**config.mk**
```make
export PLATFORM = sky130hd
export DESIGN_NAME = spi_slave_regfile_flat
export DESIGN_NICKNAME = d
export VERILOG_FILES = /design/src/rtl/spi_slave_regfile_if.sv /design/src/rtl/spi_slave_regfile.sv /design/src/flat_wrapper.sv
export SDC_FILE = /design/constraint.sdc
export NUM_CORES = 1
export LEC_CHECK = 0
export CORE_MARGIN = 2
export CORE_UTILIZATION = 30
export DETAILED_ROUTE_END_ITERATION = 16
export MAX_ROUTING_LAYER = met4
export SYNTH_ARGS = -nofsm -noshare
export SYNTH_HDL_FRONTEND = slang
export SYNTH_SLANG_ARGS = --single-unit
```
**constraint.sdc**
```tcl
create_clock -name clk -period 13.75 [get_ports clk]
set_input_delay 4.125 -clock clk [delete_from_list [all_inputs] [get_ports clk]]
set_output_delay 4.125 -clock clk [all_outputs]
set_load 0.01 [all_outputs]
```
**src/rtl/spi_slave_regfile_if.sv**
```systemverilog
// SPI pin bundle between the bridge-side SPI master and spi_slave_regfile.
// Carries spi_miso_oe as well when SPI_SLAVE_MISO_OE_EN is defined.
interface spi_slave_regfile_if;
  logic spi_clk;
  logic spi_mosi;
  logic spi_cs_n;
  logic spi_miso;
`ifdef SPI_SLAVE_MISO_OE_EN
  logic spi_miso_oe;

  modport master (output spi_clk, spi_mosi, spi_cs_n, input spi_miso, spi_miso_oe);
  modport slave  (input spi_clk, spi_mosi, spi_cs_n, output spi_miso, spi_miso_oe);
`else
  modport master (output spi_clk, spi_mosi, spi_cs_n, input spi_miso);
  modport slave  (input spi_clk, spi_mosi, spi_cs_n, output spi_miso);
`endif
endinterface

```
**src/rtl/spi_slave_regfile.sv**
```systemverilog
// SPI mode-0 target terminating 41-bit {rw, addr[7:0], data[31:0]} frames into a 32-bit register file.
// Optional MISO output-enable (spi_miso_oe) is built when SPI_SLAVE_MISO_OE_EN is defined.
module spi_slave_regfile #(
  parameter int unsigned DEPTH       = 16,
  parameter int unsigned SYNC_STAGES = 2
) (
  input  logic                  clk,
  input  logic                  rst,
  spi_slave_regfile_if.slave    spi,
  output logic                  wr_valid,
  output logic [7:0]            wr_addr,
  output logic [31:0]           wr_data,
  output logic                  frame_done,
  output logic                  frame_err,
  input  logic [7:0]            dbg_addr,
  output logic [31:0]           dbg_rdata
);

  localparam int unsigned AW = (DEPTH > 1) ? $clog2(DEPTH) : 1;

  typedef enum logic [1:0] {IDLE, HDR, DATA, WAIT_CS} state_t;

  state_t state, state_next;

  logic [SYNC_STAGES-1:0] sclk_sync, mosi_sync, cs_sync;
  logic                   sclk_q, cs_q;
  logic                   sclk_s, mosi_s, cs_s;
  logic                   sclk_rise, sclk_fall, cs_rise, cs_fall;

  logic [31:0] rx_shift;
  logic [31:0] tx_shift;
  logic [5:0]  bit_cnt;
  logic        rw;
  logic [7:0]  addr;
  logic        miso_r;
  logic [31:0] regs [DEPTH];

  logic        start, shift_rx, latch_hdr, shift_tx, finish, abort;
  logic        hdr_rw;
  logic [7:0]  hdr_addr;
  logic [31:0] rx_word;

  function automatic logic mapped(input logic [7:0] a);
    return 32'(a) < DEPTH;
  endfunction

  // CS chain resets high so reset release never looks like a chip-select edge
  always_ff @(posedge clk or negedge rst) begin
    if (!rst) begin
      sclk_sync <= '0;
      mosi_sync <= '0;
      cs_sync   <= '1;
      sclk_q    <= 1'b0;
      cs_q      <= 1'b1;
    end else begin
      sclk_sync <= {sclk_sync[SYNC_STAGES-2:0], spi.spi_clk};
      mosi_sync <= {mosi_sync[SYNC_STAGES-2:0], spi.spi_mosi};
      cs_sync   <= {cs_sync[SYNC_STAGES-2:0], spi.spi_cs_n};
      sclk_q    <= sclk_sync[SYNC_STAGES-1];
      cs_q      <= cs_sync[SYNC_STAGES-1];
    end
  end

  assign sclk_s    = sclk_sync[SYNC_STAGES-1];
  assign mosi_s    = mosi_sync[SYNC_STAGES-1];
  assign cs_s      = cs_sync[SYNC_STAGES-1];
  assign sclk_rise = sclk_s & ~sclk_q;
  assign sclk_fall = ~sclk_s & sclk_q;
  assign cs_rise   = cs_s & ~cs_q;
  assign cs_fall   = ~cs_s & cs_q;

  assign hdr_rw   = rx_shift[7];
  assign hdr_addr = {rx_shift[6:0], mosi_s};
  assign rx_word  = {rx_shift[30:0], mosi_s};

  always_ff @(posedge clk or negedge rst) begin
    if (!rst) state <= IDLE;
    else      state <= state_next;
  end

  // CS edges are tested before SCLK edges so a coincident CS rise wins
  always_comb begin
    state_next = state;
    start      = 1'b0;
    shift_rx   = 1'b0;
    latch_hdr  = 1'b0;
    shift_tx   = 1'b0;
    finish     = 1'b0;
    abort      = 1'b0;
    unique case (state)
      IDLE: begin
        if (cs_fall) begin
          state_next = HDR;
          start      = 1'b1;
        end
      end
      HDR: begin
        if (cs_rise) begin
          state_next = IDLE;
          abort      = 1'b1;
        end else if (sclk_rise) begin
          shift_rx = 1'b1;
          if (bit_cnt == 6'd8) begin
            latch_hdr  = 1'b1;
            state_next = DATA;
          end
        end
      end
      DATA: begin
        if (cs_rise) begin
          state_next = IDLE;
          abort      = 1'b1;
        end else if (sclk_rise) begin
          shift_rx = 1'b1;
          if (bit_cnt == 6'd40) begin
            finish     = 1'b1;
            state_next = WAIT_CS;
          end
        end else if (sclk_fall) begin
          shift_tx = 1'b1;
        end
      end
      WAIT_CS: begin
        if (cs_rise) state_next = IDLE;
      end
      default: state_next = IDLE;
    endcase
  end

  always_ff @(posedge clk or negedge rst) begin
    if (!rst) begin
      rx_shift   <= '0;
      tx_shift   <= '0;
      bit_cnt    <= '0;
      rw         <= 1'b0;
      addr       <= '0;
      miso_r     <= 1'b0;
      wr_valid   <= 1'b0;
      wr_addr    <= '0;
      wr_data    <= '0;
      frame_done <= 1'b0;
      frame_err  <= 1'b0;
      for (int unsigned i = 0; i < DEPTH; i++) regs[i] <= '0;
    end else begin
      wr_valid   <= 1'b0;
      frame_done <= finish;
      frame_err  <= abort;

      if (start) begin
        rx_shift <= '0;
        bit_cnt  <= '0;
      end else if (shift_rx) begin
        rx_shift <= rx_word;
        bit_cnt  <= bit_cnt + 6'd1;
      end

      if (latch_hdr) begin
        rw       <= hdr_rw;
        addr     <= hdr_addr;
        tx_shift <= (!hdr_rw && mapped(hdr_addr)) ? regs[hdr_addr[AW-1:0]] : '0;
      end else if (shift_tx && !rw) begin
        tx_shift <= {tx_shift[30:0], 1'b0};
      end

      if (state_next != DATA)  miso_r <= 1'b0;
      else if (shift_tx && !rw) miso_r <= tx_shift[31];

      if (finish && rw && mapped(addr)) begin
        regs[addr[AW-1:0]] <= rx_word;
        wr_valid           <= 1'b1;
        wr_addr            <= addr;
        wr_data            <= rx_word;
      end
    end
  end

  assign spi.spi_miso = miso_r;

`ifdef SPI_SLAVE_MISO_OE_EN
  logic oe_r;

  always_ff @(posedge clk or negedge rst) begin
    if (!rst) oe_r <= 1'b0;
    else      oe_r <= (state_next != IDLE);
  end

  assign spi.spi_miso_oe = oe_r;
`endif

  always_comb begin
    dbg_rdata = '0;
    if (mapped(dbg_addr)) dbg_rdata = regs[dbg_addr[AW-1:0]];
  end

endmodule

```
**src/flat_wrapper.sv**
```systemverilog
// flat-port wrapper written by rule: the top's interface ports become plain ports
module spi_slave_regfile_flat 
#(
  parameter int unsigned DEPTH       = 16,
  parameter int unsigned SYNC_STAGES = 2
)
  (clk, rst, wr_valid, wr_addr, wr_data, frame_done, frame_err, dbg_addr, dbg_rdata, spi_spi_clk, spi_spi_mosi, spi_spi_cs_n, spi_spi_miso);
  spi_slave_regfile_if spi_i ();
  input  logic clk;
  input  logic rst;
  output logic wr_valid;
  output logic [7:0] wr_addr;
  output logic [31:0] wr_data;
  output logic frame_done;
  output logic frame_err;
  input  logic [7:0] dbg_addr;
  output logic [31:0] dbg_rdata;
  input wire logic [$bits(spi_i.spi_clk)-1:0] spi_spi_clk;
  input wire logic [$bits(spi_i.spi_mosi)-1:0] spi_spi_mosi;
  input wire logic [$bits(spi_i.spi_cs_n)-1:0] spi_spi_cs_n;
  output wire logic [$bits(spi_i.spi_miso)-1:0] spi_spi_miso;
  assign spi_i.spi_clk = spi_spi_clk;
  assign spi_i.spi_mosi = spi_spi_mosi;
  assign spi_i.spi_cs_n = spi_spi_cs_n;
  assign spi_spi_miso = spi_i.spi_miso;
  spi_slave_regfile #(.DEPTH(DEPTH), .SYNC_STAGES(SYNC_STAGES)) u_core (.clk(clk), .rst(rst), .spi(spi_i), .wr_valid(wr_valid), .wr_addr(wr_addr), .wr_data(wr_data), .frame_done(frame_done), .frame_err(frame_err), .dbg_addr(dbg_addr), .dbg_rdata(dbg_rdata));
endmodule
```
==> results.py, run 1 <==
metrics = {
    "cts": {
        "cts.sink_count": 644,
        "postCtsSetupBuffers": 0,
        "cts_made_buffers": 73,
        "max-clock-path-buffers": 3,
        "htree_levels": 3,
        "insertion_delay_ns": 0.62,
        "clk_root_buffer_cell": "sky130_fd_sc_hd__clkbuf_16",
        "cts_repair_resize_count": 0,
        "tritoncts_clock_tree": "yes",
        "number_of_buffers_inserted_by_hold_repair_at_cts": 0,
        "worst_setup_hold_path_clk_slew_ns": 0.05,
    },
    "setup_path": {
        "cp-end-kind": "output pin",
        "worstPathMaxFanout": 67,
        "cpLargestDelayFamily": "buffers and inverters",
        "timing.critical_path.slowest_cell_delay_ns": 0.64,
        "timing.reg2reg.worst_path_depth": 5,
        "crit_chain": "clkbuf_8 > buf_4 > mux4_2 > mux4_2 > nor2b_1 > clkdlybuf4s50_1",
        "arrival_time_at_the_worst_endpoint_ns": 7.35,
        "ff2ff_setup_slack_ns": 9.65,
        "worst_r2r_startpoint": "u_core.cs_q",
        "crit_buf_inv": 3,
        "path_class": "input port to output pin",
        "most_frequent_cell_on_the_critical_path": "sky130_fd_sc_hd__mux4_2",
        "crit_slowest_cell": "sky130_fd_sc_hd__clkbuf_8",
        "worstReg2RegEnd": "u_core.regs[297]",
        "worstPathRequired_ns": 9.62,
        "worstSetupStartpointType": "input port",
    },
    "floorplanning": {
        "area_of_the_die_um2": 111000,
        "top_ports": 89,
        "floorplan.rows": 120,
        "fp.dieW_um": 334,
        "core-area_um2": 107000,
        "height_of_the_die_um": 334,
        "start_util": 0.304,
    },
    "timing": {
        "setup_total_negative_slack_ns": 0,
        "timing_worst_slew_pin_value_ns": 1.15,
        "max_clock_freq_ghz": 0.0872,
        "rsz0062_at_grt": "no",
        "layout_setup_ws_ns": 2.28,
        "slew-limit-headroom": 0.231,
        "final.period_utilization": 0.834,
        "fin_crit_ns": 11.47,
        "setup_viol_count_final": 0,
        "fin_hold_ws_ns": 0.351,
        "worst_clock_skew_ns": 0.0262,
        "slew_viol_final": 0,
        "final-hold-violation-count": 0,
    },
    "route": {
        "wl_mm": 94.3,
        "drt_pass1_iterations": 5,
        "final_antenna_net_count": 0,
        "via_per_inst": 5.51,
        "routed-via-count": 19800,
        "wire_per_inst_um": 26.2,
        "detailedRoute.firstIterationViolations": 1456,
        "remaining_drc_errors": 0,
    },
    "layout": {
        "mostFrequentLayoutCell": "sky130_fd_sc_hd__dfrtp_1",
        "multi_input_comb_area_um2": 15500,
        "fillerInstances": 10100,
        "most-common-layout-cells": "639 x sky130_fd_sc_hd__dfrtp_1, 512 x sky130_fd_sc_hd__mux2_2, 285 x sky130_fd_sc_hd__mux4_2",
        "diodes": 0,
        "fin_area_um2": 37200,
        "drive_gt1_frac": 0.457,
        "ff_latch_area_um2": 16100,
        "flow.area_growth_from_synthesis_pct": 14.0,
        "layout.nets": 2161,
    },
    "run": {
        "cap_violations": 0,
    },
    "worst_hold_path": {
        "worst_hold_path.num_cells": 0,
        "holdCritPathClass": "flip-flop to flip-flop",
        "timing.hold.worst_endpoint": "u_core.sclk_sync[1]",
        "timing.hold.worst.start": "u_core.sclk_sync[0]",
    },
    "synth": {
        "number_of_cells_produced_by_synthesis": 2158,
        "synth.cell_area_um2": 32600,
        "seq_area_frac_synth": 0.494,
        "ys.warnings.count": 0,
        "ys_seq_elements": 644,
        "postSynth.topFlopCell": "sky130_fd_sc_hd__dfrtp_1",
        "yosys_cell_types": 42,
        "syn-num-nets": 2177,
        "syn_area_per_cell_um2": 15.1,
        "synth_top_cells_by_area": "sky130_fd_sc_hd__dfrtp_1 49%, sky130_fd_sc_hd__mux4_2 20%, sky130_fd_sc_hd__mux2_2 18%",
        "synth.top_cell.area_share": 0.492,
        "synth_top_cell_by_area": "sky130_fd_sc_hd__dfrtp_1",
        "async_flop_share": 1.00,
        "synth_enable_flop_cells": 0,
    },
    "power": {
        "p_per_area_nw_per_um2": 111,
        "finalPower_mw": 4.14,
        "peakVddDrop_mv": 0.0690,
        "p_leak_nw": 16.3,
    },
    "global_route": {
        "grt_overflow_total": 0,
        "grt_antenna_before_repair": 1,
        "grt_first_pass_wirelength_mm": 142,
        "grt_max_degree": 164,
        "grt_pass1_vias": 21000,
        "gr-usage-all-layers": 0.175,
    },
    "place": {
        "routability_congestion_estimate": 0.773,
        "detailedPlacementHpwl_mm": 52.1,
        "portBuffers": 88,
        "place_area_um2": 34700,
        "post-place-ws_ns": 2.25,
    },
    "run_status": {
        "run_status": "complete, no violations",
    },
}
## registers in the layout, summed over array words and instances, names as in the netlist, 2 cells and up
register          cells
u_core.addr           8
u_core.bit_cnt        6
u_core.cs_sync        2
u_core.mosi_sync      2
u_core.regs         512
u_core.rx_shift      31
u_core.sclk_sync      2
u_core.state          2
u_core.tx_shift      32
u_core.wr_addr        8
u_core.wr_data       32
## where the power goes
group          internal (mW)  switching [mW]
sequential              1.90          0.0219
clock                   1.17           0.800
combinational         0.0690           0.181
## synth_stat cells (all sizes together) (6+ instances only)
cell type / count
clkbuf: 109
a21oi: 32
mux4: 285
a211oi: 8
buf: 120
a22o: 56
ha: 6
nand3: 12
nor2: 38
nand2: 109
nor3: 23
inv: 7
dfrtp: 641
mux2: 553
mux2i: 41
nor2b: 46
o22ai: 27
## cells by family after synthesis
family / share of synthesized area
flops: 0.494
compound gates: 0.0294
xor+xnor: 0.00134
simple gates: 0.0403
buf+inv: 0.0316
fa+ha+maj: 0.00230
mux: 0.401
## worst max-delay path by stage
stage	slack [ns]	start	cells past startpoint	to
finish	2.28	dbg_addr[0]	6	dbg_rdata[31]
detailed placement	2.25	dbg_addr[0]	6	dbg_rdata[31]
global placement	2.26	dbg_addr[0]	6	dbg_rdata[31]
floorplan	3.66	dbg_addr[0]	5	dbg_rdata[13]
global route	2.06	dbg_addr[0]	6	dbg_rdata[31]
CTS	2.26	dbg_addr[0]	6	dbg_rdata[31]
## through the flow
stage,std cells,utilization
floorplan,2158,-
global placement,3470,0.324
detailed placement,3470,0.324
CTS,3599,0.346
global route,3599,0.346
finish,3599,0.346
## layer usage
metal  global-route usage  vias to the layer above  routed length [um]
met4               0.0561                        0                2440
met5                    -                        -                   0
met2                0.281                      616               46200
li1                     -                     8144                   -
met3               0.0276                      147                5340
met1                0.228                    10900               40300
## layout make-up
cell class	count	share of cell area
inverters	7	0.000707
multi-input cells	1278	0.418
well taps	1403	0.0472
flip-flops and latches	644	0.434
repair buffers	138	0.0348
clock buffers	107	0.0594
clock inverters	22	0.00572
No activity file was read; power rests on OpenSTA's default activity.
==> run 2: changes to the inputs <==
==> constraint.sdc (replaced) <==
create_clock -name clk -period 9.6 [get_ports clk]
set_input_delay 2.88 -clock clk [delete_from_list [all_inputs] [get_ports clk]]
set_output_delay 2.88 -clock clk [all_outputs]
set_load 0.01 [all_outputs]
==> results.py, run 2 (synthesis results as in run 1) <==
metrics = {
    "route": {
        "wire_per_inst_um": 25.5,
        "remaining_drc_errors": 0,
        "routed-via-count": 19800,
        "drt_pass1_iterations": 5,
        "detailedRoute.firstIterationViolations": 1653,
        "final_antenna_net_count": 0,
        "wl_mm": 91.8,
        "via_per_inst": 5.50,
    },
    "setup_path": {
        "worstPathMaxFanout": 34,
        "crit_slowest_cell": "sky130_fd_sc_hd__mux4_2",
        "crit_buf_inv": 3,
        "timing.critical_path.slowest_cell_delay_ns": 0.58,
        "cp-end-kind": "output pin",
        "arrival_time_at_the_worst_endpoint_ns": 5.47,
        "crit_chain": "clkbuf_8 > buf_12 > mux4_2 > mux4_2 > nor2b_1 > clkdlybuf4s50_1",
        "most_frequent_cell_on_the_critical_path": "sky130_fd_sc_hd__mux4_2",
        "cpLargestDelayFamily": "buffers and inverters",
        "worstPathRequired_ns": 6.72,
        "path_class": "input port to output pin",
        "ff2ff_setup_slack_ns": 5.42,
        "worstSetupStartpointType": "input port",
    },
    "cts": {
        "cts_repair_resize_count": 0,
        "number_of_buffers_inserted_by_hold_repair_at_cts": 0,
        "insertion_delay_ns": 0.65,
        "tritoncts_clock_tree": "yes",
        "postCtsSetupBuffers": 0,
        "htree_levels": 3,
        "max-clock-path-buffers": 3,
        "cts.sink_count": 644,
        "cts_made_buffers": 74,
        "clk_root_buffer_cell": "sky130_fd_sc_hd__clkbuf_16",
        "worst_setup_hold_path_clk_slew_ns": 0.05,
    },
    "timing": {
        "setup_total_negative_slack_ns": 0,
        "final.period_utilization": 0.870,
        "timing_worst_slew_pin_value_ns": 1.22,
        "setup_viol_count_final": 0,
        "slew_viol_final": 0,
        "fin_hold_ws_ns": 0.348,
        "final-hold-violation-count": 0,
        "worst_clock_skew_ns": 0.0359,
        "max_clock_freq_ghz": 0.120,
        "rsz0062_at_grt": "no",
        "fin_crit_ns": 8.35,
        "slew-limit-headroom": 0.189,
    },
    "worst_hold_path": {
        "holdCritPathClass": "flip-flop to flip-flop",
    },
    "layout": {
        "drive_gt1_frac": 0.455,
        "top_register": "u_core.regs",
        "diodes": 0,
        "flow.area_growth_from_synthesis_pct": 14.1,
        "fillerInstances": 10100,
        "mostFrequentLayoutCell": "sky130_fd_sc_hd__dfrtp_1",
        "layout.nets": 2163,
        "top_regs": "u_core.regs x512, u_core.tx_shift x32, u_core.wr_data x32",
        "largest_register_ff_count": 512,
        "most-common-layout-cells": "639 x sky130_fd_sc_hd__dfrtp_1, 512 x sky130_fd_sc_hd__mux2_2, 285 x sky130_fd_sc_hd__mux4_2",
    },
    "floorplanning": {
        "fp.dieW_um": 334,
        "core-area_um2": 107000,
        "start_util": 0.304,
        "floorplan.rows": 120,
        "height_of_the_die_um": 334,
        "top_ports": 89,
        "area_of_the_die_um2": 111000,
    },
    "power": {
        "p_leak_nw": 16.3,
        "p_per_area_nw_per_um2": 160,
        "peakVddDrop_mv": 0.116,
    },
    "run_status": {
        "run_status": "complete, no violations",
    },
    "global_route": {
        "grt_pass1_vias": 21300,
        "grt_first_pass_wirelength_mm": 140,
        "gr-usage-all-layers": 0.172,
        "grt_max_degree": 172,
        "grt_overflow_total": 0,
        "grt_antenna_before_repair": 1,
    },
    "place": {
        "portBuffers": 88,
        "routability_congestion_estimate": 0.778,
        "detailedPlacementHpwl_mm": 51.7,
    },
    "run": {
        "cap_violations": 0,
    },
}
-- run 2: cell types whose count changed in the layout (fill, tap and decap cells not counted), moves of 2 or more --
cell	before	now
sky130_fd_sc_hd__buf_12	3	6
sky130_fd_sc_hd__buf_4	47	45
sky130_fd_sc_hd__clkbuf_1	12	19
sky130_fd_sc_hd__clkbuf_16	76	74
sky130_fd_sc_hd__clkbuf_8	20	16
sky130_fd_sc_hd__clkinv_2	12	15
sky130_fd_sc_hd__clkinvlp_4	5	0
sky130_fd_sc_hd__inv_6	1	5
-- run 2: worst paths after layout --
path / start / to / cells past startpoint
worst max-delay path: dbg_addr[0] / dbg_rdata[31] / 6
worst min-delay path: u_core.sclk_sync[0] / u_core.sclk_sync[1] / 0
worst max register to register: u_core.cs_q / u_core.regs[111] / 5
worst min register to register: u_core.sclk_sync[0] / u_core.sclk_sync[1] / 0
max in group asynchronous: rst / u_core.wr_data[14] / 2
min in group asynchronous: rst / u_core.bit_cnt[1] / 1
-- run 2: power breakdown --
| part | switching, mW | total, mW | internal (mW) |
|---|---|---|---|
| Sequential | 0.0297 | 2.75 | 2.73 |
| Clock | 1.17 | 2.83 | 1.65 |
| Combinational | 0.257 | 0.359 | 0.101 |
-- run 2: layout make-up --
class	count	area, um2	share of cell area
sequential	644	16100	0.434
clock buffer	108	2130	0.0573
clock inverter	26	275	0.00740
tap	1403	1760	0.0472
timing repair buffer	139	1340	0.0360
multi-input combinational	1278	15500	0.418
inverter	7	26.3	0.000706
-- run 2: layer usage --
metal  GRT usage  share of wire  routed length [um]
met5           -              0                   0
met4      0.0585          0.031                2820
met3      0.0317          0.062                5660
met2       0.273           0.48               44500
met1       0.221           0.42               38800
-- run 2: worst reg2reg max path, cell delays in order, from the launching register on --
cell and delay (ns):
sky130_fd_sc_hd__dfstp_2 0.57, sky130_fd_sc_hd__nand2b_1 0.52, sky130_fd_sc_hd__nand4_2 0.86, sky130_fd_sc_hd__nor3_4 1.02, sky130_fd_sc_hd__buf_4 0.64, sky130_fd_sc_hd__mux2_2 0.43
-- run 2: metrics by stage --
stage | std cells | setup slack (ns) | total power [mW] | cell area [um2] | util
global route | 3605 | 1.13 | 6.15 | 37200 | 0.346
floorplan | 2158 | 2.00 | 2.98 | 32600 | -
CTS | 3605 | 1.22 | 6.01 | 37200 | 0.346
detailed placement | 3471 | 1.21 | 3.17 | 34800 | 0.324
global placement | 3471 | 1.21 | 3.16 | 34800 | 0.324
finish | 3605 | 1.25 | 5.94 | 37200 | 0.346
==> run 3: changes to the inputs <==
--- a/config.mk
+++ b/config.mk
@@ -8,7 +8,6 @@
 export CORE_MARGIN = 2
 export CORE_UTILIZATION = 30
 export DETAILED_ROUTE_END_ITERATION = 16
-export MAX_ROUTING_LAYER = met4
 export SYNTH_ARGS = -nofsm -noshare
 export SYNTH_HDL_FRONTEND = slang
 export SYNTH_SLANG_ARGS = --single-unit
==> results.py, run 3 (synthesis results as in run 1) <==
metrics = {
    "layout": {
        "final_util": 0.346,
        "layout.cells.non_filler": 3606,
        "top_register": "u_core.regs",
        "largest_register_ff_count": 512,
        "layout.nets": 2163,
        "fillerInstances": 10100,
        "top_regs": "u_core.regs x512, u_core.tx_shift x32, u_core.wr_data x32",
        "flow.area_growth_from_synthesis_pct": 14.1,
        "mostFrequentLayoutCell": "sky130_fd_sc_hd__dfrtp_1",
        "most-common-layout-cells": "639 x sky130_fd_sc_hd__dfrtp_1, 512 x sky130_fd_sc_hd__mux2_2, 285 x sky130_fd_sc_hd__mux4_2",
        "drive_gt1_frac": 0.455,
    },
    "timing": {
        "timing_worst_slew_pin_value_ns": 1.20,
        "final.period_utilization": 0.871,
        "setup_viol_count_final": 0,
        "max_clock_freq_ghz": 0.120,
        "rsz0062_at_grt": "no",
        "setup_total_negative_slack_ns": 0,
        "slew_viol_final": 0,
        "worst_clock_skew_ns": 0.0326,
        "layout_setup_ws_ns": 1.24,
        "slew-limit-headroom": 0.198,
        "final-hold-violation-count": 0,
        "fin_crit_ns": 8.36,
    },
    "setup_path": {
        "timing.reg2reg.worst_path_depth": 5,
        "timing.critical_path.slowest_cell_delay_ns": 0.58,
        "arrival_time_at_the_worst_endpoint_ns": 5.48,
        "worstPathRequired_ns": 6.72,
        "worstSetupStartpointType": "input port",
        "cp-end-kind": "output pin",
        "ff2ff_setup_slack_ns": 5.45,
        "worstPathMaxFanout": 34,
        "crit_slowest_cell": "sky130_fd_sc_hd__mux4_2",
        "path_class": "input port to output pin",
        "worst_setup_path_startpoint": "dbg_addr[0]",
        "worstReg2RegEnd": "u_core.regs[111]",
        "critPathCapture": "dbg_rdata[31]",
        "crit_chain": "clkbuf_8 > buf_12 > mux4_2 > mux4_2 > nor2b_1 > clkdlybuf4s50_1",
        "most_frequent_cell_on_the_critical_path": "sky130_fd_sc_hd__mux4_2",
        "worst_r2r_startpoint": "u_core.cs_q",
    },
    "cts": {
        "cts_repair_resize_count": 0,
        "insertion_delay_ns": 0.65,
        "worst_setup_hold_path_clk_slew_ns": 0.05,
        "number_of_buffers_inserted_by_hold_repair_at_cts": 0,
        "htree_levels": 3,
        "cts.sink_count": 644,
        "tritoncts_clock_tree": "yes",
        "cts_made_buffers": 74,
        "postCtsSetupBuffers": 0,
        "clk_root_buffer_cell": "sky130_fd_sc_hd__clkbuf_16",
        "max-clock-path-buffers": 3,
    },
    "power": {
        "peakVddDrop_mv": 0.116,
        "cellInternalPower_mw": 4.48,
        "p_per_area_nw_per_um2": 160,
        "fraction_of_power_consumed_by_combinational_cells": 0.060,
        "power.sequential.fraction": 0.464,
        "power.switching_fraction": 0.246,
        "p_leak_nw": 16.3,
        "power_switching_mw": 1.46,
        "p_clk_frac": 0.476,
    },
    "route": {
        "via_per_inst": 5.51,
        "drt-met1-wl_mm": 38.8,
        "final_antenna_net_count": 0,
        "met3_wirelength_mm": 5.73,
        "remaining_drc_errors": 0,
        "met2_length_mm": 44.4,
        "routed.top_layer": "met4",
        "wl_mm": 91.8,
        "wire_per_inst_um": 25.5,
        "routed-via-count": 19900,
        "drt_pass1_iterations": 4,
        "detailedRoute.firstIterationViolations": 1663,
    },
    "global_route": {
        "grt_overflow_total": 0,
        "grt_first_pass_wirelength_mm": 140,
        "grt_pass1_vias": 21300,
        "grt_antenna_before_repair": 1,
        "grt_max_degree": 172,
        "gr-usage-all-layers": 0.166,
    },
    "place": {
        "routability_congestion_estimate": 0.767,
        "detailedPlacementHpwl_mm": 51.7,
        "dp_cells": 3471,
        "portBuffers": 88,
        "post-place-ws_ns": 1.21,
    },
    "floorplanning": {
        "height_of_the_die_um": 334,
        "floorplan.rows": 120,
        "area_of_the_die_um2": 111000,
        "start_util": 0.304,
        "core-area_um2": 107000,
        "top_ports": 89,
        "fp.dieW_um": 334,
    },
    "worst_hold_path": {
        "holdCritPathClass": "flip-flop to flip-flop",
    },
    "run_status": {
        "run_status": "complete, no violations",
    },
    "run": {
        "cap_violations": 0,
    },
}
run 3: changes by cell type in the layout (fill, tap and decap cells not counted):
cell | previous run | this run
sky130_fd_sc_hd__diode_2 | 0 | 1
run 3: power by group through the flow:
stage	registers, mW	clock network (mW)	logic [mW]
finish	2.75	2.83	0.359
global route	2.75	3.01	0.385
CTS	2.75	2.89	0.363
detailed placement	2.80	0	0.362
global placement	2.80	0	0.354
floorplan	2.78	0	0.202
run 3: worst min path at each step:
stage	start	endpoint	slack, ns	cells after the start
2_1_floorplan	u_core.mosi_sync[0]	u_core.mosi_sync[1]	0.33	0
4_1_cts	u_core.sclk_sync[0]	u_core.sclk_sync[1]	0.35	0
6_report	u_core.sclk_sync[0]	u_core.sclk_sync[1]	0.35	0
3_3_place_gp	u_core.mosi_sync[0]	u_core.mosi_sync[1]	0.34	0
5_1_grt	u_core.cs_sync[0]	u_core.cs_sync[1]	0.35	0
3_5_place_dp	u_core.sclk_sync[0]	u_core.sclk_sync[1]	0.34	0
run 3: metrics by stage:
| step | cell area [um2] | hold slack, ns | power [mW] |
|---|---|---|---|
| finish | 37200 | 0.348 | 5.94 |
| global route | 37200 | 0.354 | 6.15 |
| CTS | 37200 | 0.352 | 6.01 |
| detailed placement | 34800 | 0.340 | 3.17 |
| global placement | 34800 | 0.337 | 3.16 |
| floorplan | 32600 | 0.331 | 2.98 |
run 3: critical path: cells and delay by family:
kind | cells | cell delay [ns]
buffers and inverters | 3 | 1.24
multiplexers | 2 | 1.14
AND/OR/NAND/NOR | 1 | 0.17
run 3: per-layer routing:
metal  vias to the layer above  track usage
met1                     10900        0.220
met5                         -            0
met2                       643        0.272
met4                         0       0.0597
met3                       188       0.0319
li1                       8160            -
run 3: layout make-up:
class / count / area, um2 / share of cell area
Clock buffer: 108 / 2130 / 0.0573
Tap cell: 1403 / 1760 / 0.0472
Sequential cell: 644 / 16100 / 0.434
Antenna cell: 1 / 2.50 / 0.0000673
Timing Repair Buffer: 139 / 1340 / 0.0360
Inverter: 7 / 26.3 / 0.000706
Multi-Input combinational cell: 1278 / 15500 / 0.418
Clock inverter: 26 / 275 / 0.00740
